**config.mk**
```make
export PLATFORM = sky130hd
export DESIGN_NAME = wb_arbiter_s_flat
export DESIGN_NICKNAME = d
export VERILOG_FILES = /design/src/rtl/wb_arbiter_s_if.sv /design/src/rtl/wb_arbiter_s.sv /design/src/flat_wrapper.sv
export SDC_FILE = /design/constraint.sdc
export NUM_CORES = 1
export LEC_CHECK = 0
export ABC_AREA = 0
export BUFFER_PORTS_ARGS = -buffer_cell sky130_fd_sc_hd__buf_2
export CORE_MARGIN = 4
export CORE_UTILIZATION = 54
export CTS_BUF_LIST = sky130_fd_sc_hd__clkbuf_16
export DETAILED_ROUTE_END_ITERATION = 8
export GPL_ROUTABILITY_DRIVEN = 0
export PLACE_DENSITY = 0.91
export SLEW_MARGIN = 20
export SYNTH_ARGS = -nofsm -noshare
export SYNTH_HDL_FRONTEND = slang
export SYNTH_SLANG_ARGS = --single-unit
export TNS_END_PERCENT = 10
```
**constraint.sdc**
```tcl
create_clock -name clock -period 5.8 [get_ports clock]
set_input_delay 0.29 -clock clock [delete_from_list [all_inputs] [get_ports clock]]
set_output_delay 0.29 -clock clock [all_outputs]
set_load 0.05 [all_outputs]
```
**src/rtl/wb_arbiter_s_if.sv**
```systemverilog
// Write-back arbiter bus: producer request lanes in, registered write-back beat out.
// Handshake: a producer raises I_Req[i] with I_Index/I_Data slice i and holds all three stable
// until it sees O_Ack[i] high in the same cycle; the beat transfers at that clock edge.
interface wb_arbiter_s_if #(
    parameter int NUM_REQ     = 3,
    parameter int WIDTH_DATA  = 32,
    parameter int WIDTH_INDEX = 7,
    parameter int WIDTH_SRC   = (NUM_REQ > 1) ? $clog2(NUM_REQ) : 1
);
    logic                           I_Stall;
    logic                           I_Buff_Full;
    logic [NUM_REQ-1:0]             I_Req;
    logic [NUM_REQ*WIDTH_INDEX-1:0] I_Index;
    logic [NUM_REQ*WIDTH_DATA-1:0]  I_Data;
    logic [NUM_REQ-1:0]             O_Ack;
    logic [NUM_REQ-1:0]             O_Busy;
    logic                           O_WB_Req;
    logic [WIDTH_INDEX-1:0]         O_WB_Index;
    logic [WIDTH_DATA-1:0]          O_WB_Data;
    logic [WIDTH_SRC-1:0]           O_WB_Src;
    logic                           O_Idle;
    // Holding-register occupancy (EMPTY/FULL per entry) and round-robin pointer
    logic [NUM_REQ-1:0]             dbg_h_valid;
    logic [WIDTH_SRC-1:0]           dbg_ptr;

    modport master (
        output I_Stall, I_Buff_Full, I_Req, I_Index, I_Data,
        input  O_Ack, O_Busy, O_WB_Req, O_WB_Index, O_WB_Data, O_WB_Src, O_Idle,
        input  dbg_h_valid, dbg_ptr
    );

    modport slave (
        input  I_Stall, I_Buff_Full, I_Req, I_Index, I_Data,
        output O_Ack, O_Busy, O_WB_Req, O_WB_Index, O_WB_Data, O_WB_Src, O_Idle,
        output dbg_h_valid, dbg_ptr
    );
endinterface

```
**src/rtl/wb_arbiter_s.sv**
```systemverilog
// Round-robin write-back arbiter: one holding register per producer, one registered
// write-back beat per grant, gated by pipeline stall and bypass-buffer-full.
module wb_arbiter_s #(
    parameter int NUM_REQ     = 3,
    parameter int WIDTH_DATA  = 32,
    parameter int WIDTH_INDEX = 7,
    parameter int WIDTH_SRC   = (NUM_REQ > 1) ? $clog2(NUM_REQ) : 1
) (
    input  logic           clock,
    input  logic           reset,
    wb_arbiter_s_if.slave  bus
);
    localparam logic [WIDTH_SRC-1:0] LAST_SRC = WIDTH_SRC'(NUM_REQ - 1);

    logic [NUM_REQ-1:0]     h_valid_q, h_valid_d;
    logic [WIDTH_INDEX-1:0] h_index_q [NUM_REQ];
    logic [WIDTH_INDEX-1:0] h_index_d [NUM_REQ];
    logic [WIDTH_DATA-1:0]  h_data_q  [NUM_REQ];
    logic [WIDTH_DATA-1:0]  h_data_d  [NUM_REQ];
    logic [WIDTH_SRC-1:0]   ptr_q, ptr_d;
    logic                   wb_req_q, wb_req_d;
    logic [WIDTH_INDEX-1:0] wb_index_q, wb_index_d;
    logic [WIDTH_DATA-1:0]  wb_data_q, wb_data_d;
    logic [WIDTH_SRC-1:0]   wb_src_q, wb_src_d;

    logic                   en;
    logic                   gnt_any;
    logic [WIDTH_SRC-1:0]   gnt_id;
    logic [NUM_REQ-1:0]     gnt;
    logic [NUM_REQ-1:0]     busy;
    logic [NUM_REQ-1:0]     ack;

    function automatic logic [WIDTH_SRC-1:0] rr_slot(input logic [WIDTH_SRC-1:0] base,
                                                     input int off);
        int sum;
        sum = int'(base) + off;
        if (sum >= NUM_REQ) sum = sum - NUM_REQ;
        return WIDTH_SRC'(sum);
    endfunction

    always_ff @(posedge clock or posedge reset) begin
        if (reset) begin
            h_valid_q  <= '0;
            ptr_q      <= '0;
            wb_req_q   <= 1'b0;
            wb_index_q <= '0;
            wb_data_q  <= '0;
            wb_src_q   <= '0;
            for (int i = 0; i < NUM_REQ; i++) begin
                h_index_q[i] <= '0;
                h_data_q[i]  <= '0;
            end
        end else begin
            h_valid_q  <= h_valid_d;
            ptr_q      <= ptr_d;
            wb_req_q   <= wb_req_d;
            wb_index_q <= wb_index_d;
            wb_data_q  <= wb_data_d;
            wb_src_q   <= wb_src_d;
            for (int i = 0; i < NUM_REQ; i++) begin
                h_index_q[i] <= h_index_d[i];
                h_data_q[i]  <= h_data_d[i];
            end
        end
    end

    // Scan FULL entries starting at the pointer; the first hit wins.
    always_comb begin
        en      = !bus.I_Stall && !bus.I_Buff_Full;
        gnt     = '0;
        gnt_any = 1'b0;
        gnt_id  = '0;
        for (int off = 0; off < NUM_REQ; off++) begin
            if (en && !gnt_any && h_valid_q[rr_slot(ptr_q, off)]) begin
                gnt_any = 1'b1;
                gnt_id  = rr_slot(ptr_q, off);
            end
        end
        if (gnt_any) gnt[gnt_id] = 1'b1;
    end

    always_comb begin
        busy = h_valid_q & ~gnt;
        ack  = bus.I_Req & ~busy;
    end

    // A granted entry that accepts in the same cycle stays FULL with the new beat.
    always_comb begin
        h_valid_d = (h_valid_q & ~gnt) | ack;
        for (int i = 0; i < NUM_REQ; i++) begin
            h_index_d[i] = ack[i] ? bus.I_Index[i*WIDTH_INDEX +: WIDTH_INDEX] : h_index_q[i];
            h_data_d[i]  = ack[i] ? bus.I_Data[i*WIDTH_DATA +: WIDTH_DATA]    : h_data_q[i];
        end
        wb_req_d   = gnt_any;
        wb_index_d = gnt_any ? h_index_q[gnt_id] : wb_index_q;
        wb_data_d  = gnt_any ? h_data_q[gnt_id]  : wb_data_q;
        wb_src_d   = gnt_any ? gnt_id            : wb_src_q;
        ptr_d      = ptr_q;
        if (gnt_any) ptr_d = (gnt_id == LAST_SRC) ? '0 : gnt_id + WIDTH_SRC'(1);
    end

    always_comb begin
        bus.O_Ack       = ack;
        bus.O_Busy      = busy;
        bus.O_WB_Req    = wb_req_q;
        bus.O_WB_Index  = wb_index_q;
        bus.O_WB_Data   = wb_data_q;
        bus.O_WB_Src    = wb_src_q;
        bus.O_Idle      = !(|h_valid_q) && !wb_req_q;
        bus.dbg_h_valid = h_valid_q;
        bus.dbg_ptr     = ptr_q;
    end
endmodule

```
**src/flat_wrapper.sv**
```systemverilog
// flat-port wrapper written by rule: the top's interface ports become plain ports
module wb_arbiter_s_flat 
#(
    parameter int NUM_REQ     = 3,
    parameter int WIDTH_DATA  = 32,
    parameter int WIDTH_INDEX = 7,
    parameter int WIDTH_SRC   = (NUM_REQ > 1) ? $clog2(NUM_REQ) : 1
)
  (clock, reset, bus_I_Stall, bus_I_Buff_Full, bus_I_Req, bus_I_Index, bus_I_Data, bus_O_Ack, bus_O_Busy, bus_O_WB_Req, bus_O_WB_Index, bus_O_WB_Data, bus_O_WB_Src, bus_O_Idle, bus_dbg_h_valid, bus_dbg_ptr);
  wb_arbiter_s_if #(.NUM_REQ(NUM_REQ), .WIDTH_DATA(WIDTH_DATA), .WIDTH_INDEX(WIDTH_INDEX), .WIDTH_SRC(WIDTH_SRC)) bus_i ();
  input  logic clock;
  input  logic reset;
  input wire logic [$bits(bus_i.I_Stall)-1:0] bus_I_Stall;
  input wire logic [$bits(bus_i.I_Buff_Full)-1:0] bus_I_Buff_Full;
  input wire logic [$bits(bus_i.I_Req)-1:0] bus_I_Req;
  input wire logic [$bits(bus_i.I_Index)-1:0] bus_I_Index;
  input wire logic [$bits(bus_i.I_Data)-1:0] bus_I_Data;
  output wire logic [$bits(bus_i.O_Ack)-1:0] bus_O_Ack;
  output wire logic [$bits(bus_i.O_Busy)-1:0] bus_O_Busy;
  output wire logic [$bits(bus_i.O_WB_Req)-1:0] bus_O_WB_Req;
  output wire logic [$bits(bus_i.O_WB_Index)-1:0] bus_O_WB_Index;
  output wire logic [$bits(bus_i.O_WB_Data)-1:0] bus_O_WB_Data;
  output wire logic [$bits(bus_i.O_WB_Src)-1:0] bus_O_WB_Src;
  output wire logic [$bits(bus_i.O_Idle)-1:0] bus_O_Idle;
  output wire logic [$bits(bus_i.dbg_h_valid)-1:0] bus_dbg_h_valid;
  output wire logic [$bits(bus_i.dbg_ptr)-1:0] bus_dbg_ptr;
  assign bus_i.I_Stall = bus_I_Stall;
  assign bus_i.I_Buff_Full = bus_I_Buff_Full;
  assign bus_i.I_Req = bus_I_Req;
  assign bus_i.I_Index = bus_I_Index;
  assign bus_i.I_Data = bus_I_Data;
  assign bus_O_Ack = bus_i.O_Ack;
  assign bus_O_Busy = bus_i.O_Busy;
  assign bus_O_WB_Req = bus_i.O_WB_Req;
  assign bus_O_WB_Index = bus_i.O_WB_Index;
  assign bus_O_WB_Data = bus_i.O_WB_Data;
  assign bus_O_WB_Src = bus_i.O_WB_Src;
  assign bus_O_Idle = bus_i.O_Idle;
  assign bus_dbg_h_valid = bus_i.dbg_h_valid;
  assign bus_dbg_ptr = bus_i.dbg_ptr;
  wb_arbiter_s #(.NUM_REQ(NUM_REQ), .WIDTH_DATA(WIDTH_DATA), .WIDTH_INDEX(WIDTH_INDEX), .WIDTH_SRC(WIDTH_SRC)) u_core (.clock(clock), .reset(reset), .bus(bus_i));
endmodule
```
# --- After elaboration in Yosys (flattened, before gate mapping) ---
# Cells that the tools add are included.
totals:
  input_bits: 124
  latch_bits: 0
  elab_cells: 74
  output_inout_bits: 54
  ram_bits: 0
  rom_bits: 0
  mem_count: 0
  ff_bits: 164
op_classes:
  n_mux: 25
  n_mul: 0
  div_mod_pow: 0
  bitwise: 6
  add_sub_neg: 6
  eq_ne: 1
  reduce_logical: 15
  shift: 0
  n_lt_le_gt_ge: 9
op_table:
  columns: ["cell", "n"]
  rows:
  - ["$bmux W32 S2", 1]
  - ["$mux W32", 2]
  - ["$bmux W7 S2", 1]
  - ["$mux W2", 7]
  - ["$mux W7", 2]
  - ["$lt A2 B3 Y1 const B", 4]
  - ["$logic_and A1 B1 Y1", 8]
  - ["$mux W1", 7]
  - ["$and A3 B3 Y3", 2]
  - ["$bmux W1 S2", 3]
  - ["$ge A3 B2 Y1 const B", 2]
  - ["$logic_not A1 Y1", 6]
  - ["$not A3 Y3", 2]
  - ["$sub A2 B1 Y2 const B", 2]
  - ["$add A2 B1 Y3 const B", 1]
  - ["$add A2 B2 Y3 const B", 1]
  - ["$ge A3 B3 Y1 const B", 1]
  - ["$mux W3", 1]
  - ["$not A2 Y3", 1]
  - ["$or A3 B3 Y3", 1]
  - ["$reduce_or A3 Y1", 1]
  - ["$add A2 B1 Y2 const B", 1]
  - ["$demux W1 S2", 1]
  - ["$eq A2 B2 Y1 const B", 1]
  - ["3 further kinds", 3]

# --- Logic depth before layout (Yosys ltp) ---
depth:
  depth_word: 24
  ltp_mapped: 11
  depth_no_buf: 8

# --- Least setup slack after synthesis ---
# Ideal clock, no wire load.
synth_path:
  path_type: "register to output"
  start: "register u_core.ptr_q[0] (netlist: u_core.bus.dbg_ptr[0])"
  end: "output bus_O_Ack[0]"
  required_time_ps: 5510
  path_buffers: 0
  arrival_time_ps: 2708
  stages_incl_launch_ff: 8
  setup_slack_ps: 2802
  path_cell_list: "dfrtp_1 inv_1 ha_1 nor2b_1 o2111ai_1 nand2_2 o31a_1 nor2b_1"
synth_between:
  elab_chain_len: 23
  word_cells_on_any_way: 40
  classes_between: "add/sub: 5; order compare: 5; mux: 18; bitwise: 4; reduce/logical: 8"
synth_rtl:
  columns: ["item", "line_no", "text"]
  rows:
  - ["start, declared", "wb_arbiter_s.sv:20", "logic [WIDTH_SRC-1:0] ptr_q, ptr_d;"]
  - ["start signal, assigned", "wb_arbiter_s.sv:55", "ptr_q <= ptr_d;"]
  - ["branches (longest 18 deep; another with $add A2 B1 Y3)", null, null]
  - ["$mux W3 (*)", "wb_arbiter_s.sv:79", "if (gnt_any) gnt[gnt_id] = 1'b1;"]
  - ["$not A3 Y3 (*)", "wb_arbiter_s.sv:83", "busy = h_valid_q & ~gnt;"]
  - ["$and A3 B3 Y3 (*)", "wb_arbiter_s.sv:83", null]
  - ["$not A3 Y3 (*)", "wb_arbiter_s.sv:84", "ack = bus.I_Req & ~busy;"]
  - ["$and A3 B3 Y3 (*)", "wb_arbiter_s.sv:84", null]
  - ["end, declared", "flat_wrapper.sv:18", "output wire logic [$bits(bus_i.O_Ack)-1:0] bus_O_Ack;"]
# Mark *: on every way between the ends. The select of a mux whose other input is x is not followed.

# --- Worst setup path in the final report ---
# Ends and elaborated chain as after synthesis.

==> impl_results.md <==
* Crit path launch type: flop
* Antenna violation net count after detailed routing at 0
* CP top delay family: compound AO/OA/AOI/OAI gates
* Worst hold-check path type: in -> async
* Die W at roughly 130 µm
* TritonCTS clock tree: yes
* Outcome: complete, no violations
* Critical path origin: u_core.bus.dbg_ptr[0]$_DFFE_PP0P_
* Fillers at 1024
* Largest net degree at the start of global routing at 97
* Number of distinct library cells after synthesis at 45
* Syn Area/Cell at ~12 µm²
* EDFF count, synth at 0
* Die height at 128 µm
* Kind of critical path: reg -> out
* Clock Tree Buf Depth at 2
* Final TNS setup at 0 ps
* Root Driver: clkbuf_16
* Pleak at 4.23 nW
* Clock share of power at 21.2%
* Core area at 14000 µm²
* Synth async-reset ratio at 100%
* Tot Pwr at around 5.5 mW
* DPL Wire Length at ~13000 µm
* DR vias/cell at just over 6
* Initial Util at between 50 and 60%
* Yosys reg bits at 164
* Final setup viols at 0
* Worst slew pin tran at between 900 and 1000 ps
* Gate Count Post-Synth at ~660
* Min Tclk post-route at between 4000 and 5000 ps
* Top_reg_cell synth: dfrtp_1
* Max incr delay on CP at about 800 ps
* H-tree depth at 4
* Drt wl/cell at 20.8 µm
* DRC viols at 0
* FP Rows at 43
* Setup Buffers After CTS at 0
* Post-Syn Nets at 790
* Post-synthesis sequential area ratio at a little over half
* Vias in the first global route at around 6300
* Buffers on Ports at between 150 and 200
* Total number of vias at about 6000
* Number of I/O pins at between 150 and 200
* R2r setup slk at about 2100 ps
* Pint at around 3.3 mW
* CP Buf/Inv Count at 2
* Total Routing Usage GR at around 26%
* Period utilization at 75.3%
* First-pass GRT wire length at between 30000 and 40000 µm
* Commonest non-fill, non-tap cell in the layout: buf_2
* Critical-path top delay cell: o31a_2
* FF-to-FF Start: u_core.bus.dbg_ptr[0]$_DFFE_PP0P_
* Dpl cell area at 8730 µm²
* Placed cells at ~970
* Cell area after synthesis at roughly 7800 µm²
* Data arrival, critical path at approximately 4100 ps
* Hold buffers post-CTS at 0
* Clock-pin slew on the worst setup and hold paths at 60 ps
* First DRT Iteration DRCs at between 500 and 600
* Num CTS Buffers at 17
* Congestion Overflow GR at 0
* Area Growth Syn to Fin at 19.2%
* Sw frac at between 30% and 40%
* Final hold violation count at 0
* Worst Skew at approximately 10 ps
* Final instance area at 9350 µm²
* Antenna violations before repair at 0
* CP Max Fanout at 42
* Worst-Skew Late Latency at roughly 430 ps
* Most frequent cells in the layout: buf_2 (176), dfrtp_1 (164), mux2_2 (66)
* RSZ-0062 raised after global routing: false
* Diode count at 0
* # nets final at approximately 930
* Pwr dens at between 500 and 600 nW/µm²
* Worst setup EP type: output port
* Relative slew slack at 38.6%
* DRT Pass-1 Iters at 5
* Ys Warns at 0
* Die footprint at 16500 µm²
* Req. time, crit path at ~5500 ps
* Final Non-Filler Cells at 1000
* Cell Chain, Critical Path: inv_1 > ha_1 > nand2b_1 > a211o_1 > nand2_2 > o31a_2 > nor2b_1 > buf_2
* Slew Viols, Final at 0
* Share of cells above drive strength 1 at 39.9%
* Cts repair resizes at 0
* Psw at 2.18 mW
* Maximum capacitance violations at 0
* Peak VDD IR at around 0.31 mV
* Combinational share of power at 40.7%
* Flop pwr share at 38.2%
* Max Clk Rate at roughly 230 MHz
* Clock sink total at roughly 160
* WL final at 20800 µm
[routing by layer]
layer	up-vias	wire (µm)	track usage, %
met3	49	1440	5.89
met2	274	10300	41.4
met5	-	0	0
met4	0	580	10.8
met1	3090	8420	33.2
li1	2720	-	-
[sequential cells by signal (all words and copies together), names as in the netlist]
name / flops
u_core.bus.O_WB_Data: 32
u_core.bus.O_WB_Index: 7
u_core.bus.O_WB_Req: 1
u_core.bus.O_WB_Src: 2
u_core.bus.dbg_h_valid: 3
u_core.bus.dbg_ptr: 2
u_core.h_data_q: 96
u_core.h_index_q: 21
[final cells by class]
| class | instances | area [µm²] | share of cell area, % |
|---|---|---|---|
| clock buffers | 17 | 425 | 4.55 |
| clock inverters | 15 | 179 | 1.91 |
| inverters | 24 | 95.1 | 1.02 |
| multi-input cells | 415 | 3370 | 36.0 |
| flip-flops and latches | 164 | 4100 | 43.9 |
| well taps | 180 | 225 | 2.41 |
| repair buffers | 185 | 948 | 10.1 |
[worst reg2reg max path, cell delays in order (launching register included)]
cell	delay, ps
dfrtp_1	420
inv_1	70
ha_1	380
nand2b_1	190
a211o_1	630
nand2_2	650
buf_4	550
nor3_2	130
buf_4	270
a221o_1	330
[synth_stat cells (20+ instances only)]
cell type | instances | area, µm²
nand2b_1 | 40 | 250
nor2_1 | 20 | 75.1
o311ai_0 | 39 | 342
clkbuf_1 | 31 | 116
mux2_2 | 66 | 743
o211ai_1 | 39 | 293
nand2_1 | 44 | 165
a21oi_1 | 39 | 195
dfrtp_1 | 164 | 4100
a22o_1 | 20 | 175
mux2_4 | 30 | 450
inv_1 | 24 | 90.1
a221o_1 | 21 | 210
[worst paths after layout]
| path | cells past startpoint | to |
|---|---|---|
| min in group clock | 2 | u_core.bus.dbg_h_valid[1]$_DFF_PP0_ |
| max in group asynchronous | 3 | u_core.h_data_q[69]$_DFFE_PP0P_ |
| worst min register to register | 1 | u_core.h_index_q[5]$_DFFE_PP0P_ |
| worst max-delay path | 8 | bus_O_Ack[0] |
| worst max register to register | 9 | u_core.bus.O_WB_Index[4]$_DFFE_PP0P_ |
| worst min-delay path | 2 | u_core.bus.O_WB_Data[6]$_DFFE_PP0P_ |
[kinds of logic (layout without fill, tap and decap cells)]
kind of cell             Yosys count  in the layout  share of synthesized area (%)
AO/OA/AOI/OAI                    171            171                           17.2
flip-flops                       164            164                           52.4
AND/OR/NAND/NOR                  142            142                           9.15
multiplexers                      99             99                           15.6
buffers and inverters             84            241                           5.19
adder cells (fa/ha/maj)            3              3                          0.479
[power by group through the flow]
stage	sequential (mW)	clock (mW)	combinational, mW
final	2.09	1.16	2.22
after global routing	2.14	1.22	2.39
after CTS	2.08	1.16	2.23
after detailed placement	2.08	0	2.22
after global placement	2.06	0	2.14
after floorplan	2.50	0	1.25
[per-stage QoR]
| step | hold WS [ps] | setup slack (ps) | util [%] |
|---|---|---|---|
| 3_5_place_dp | 487 | 1690 | 62.1 |
| 6_report | 46.0 | 1440 | 66.6 |
| 4_1_cts | 71.3 | 1220 | 66.5 |
| 5_1_grt | 78.7 | 1180 | 66.6 |
| 3_3_place_gp | 477 | 1760 | 62.1 |
| 2_1_floorplan | 396 | 1080 | - |
Note: power is estimated with default switching activity, not from simulation.
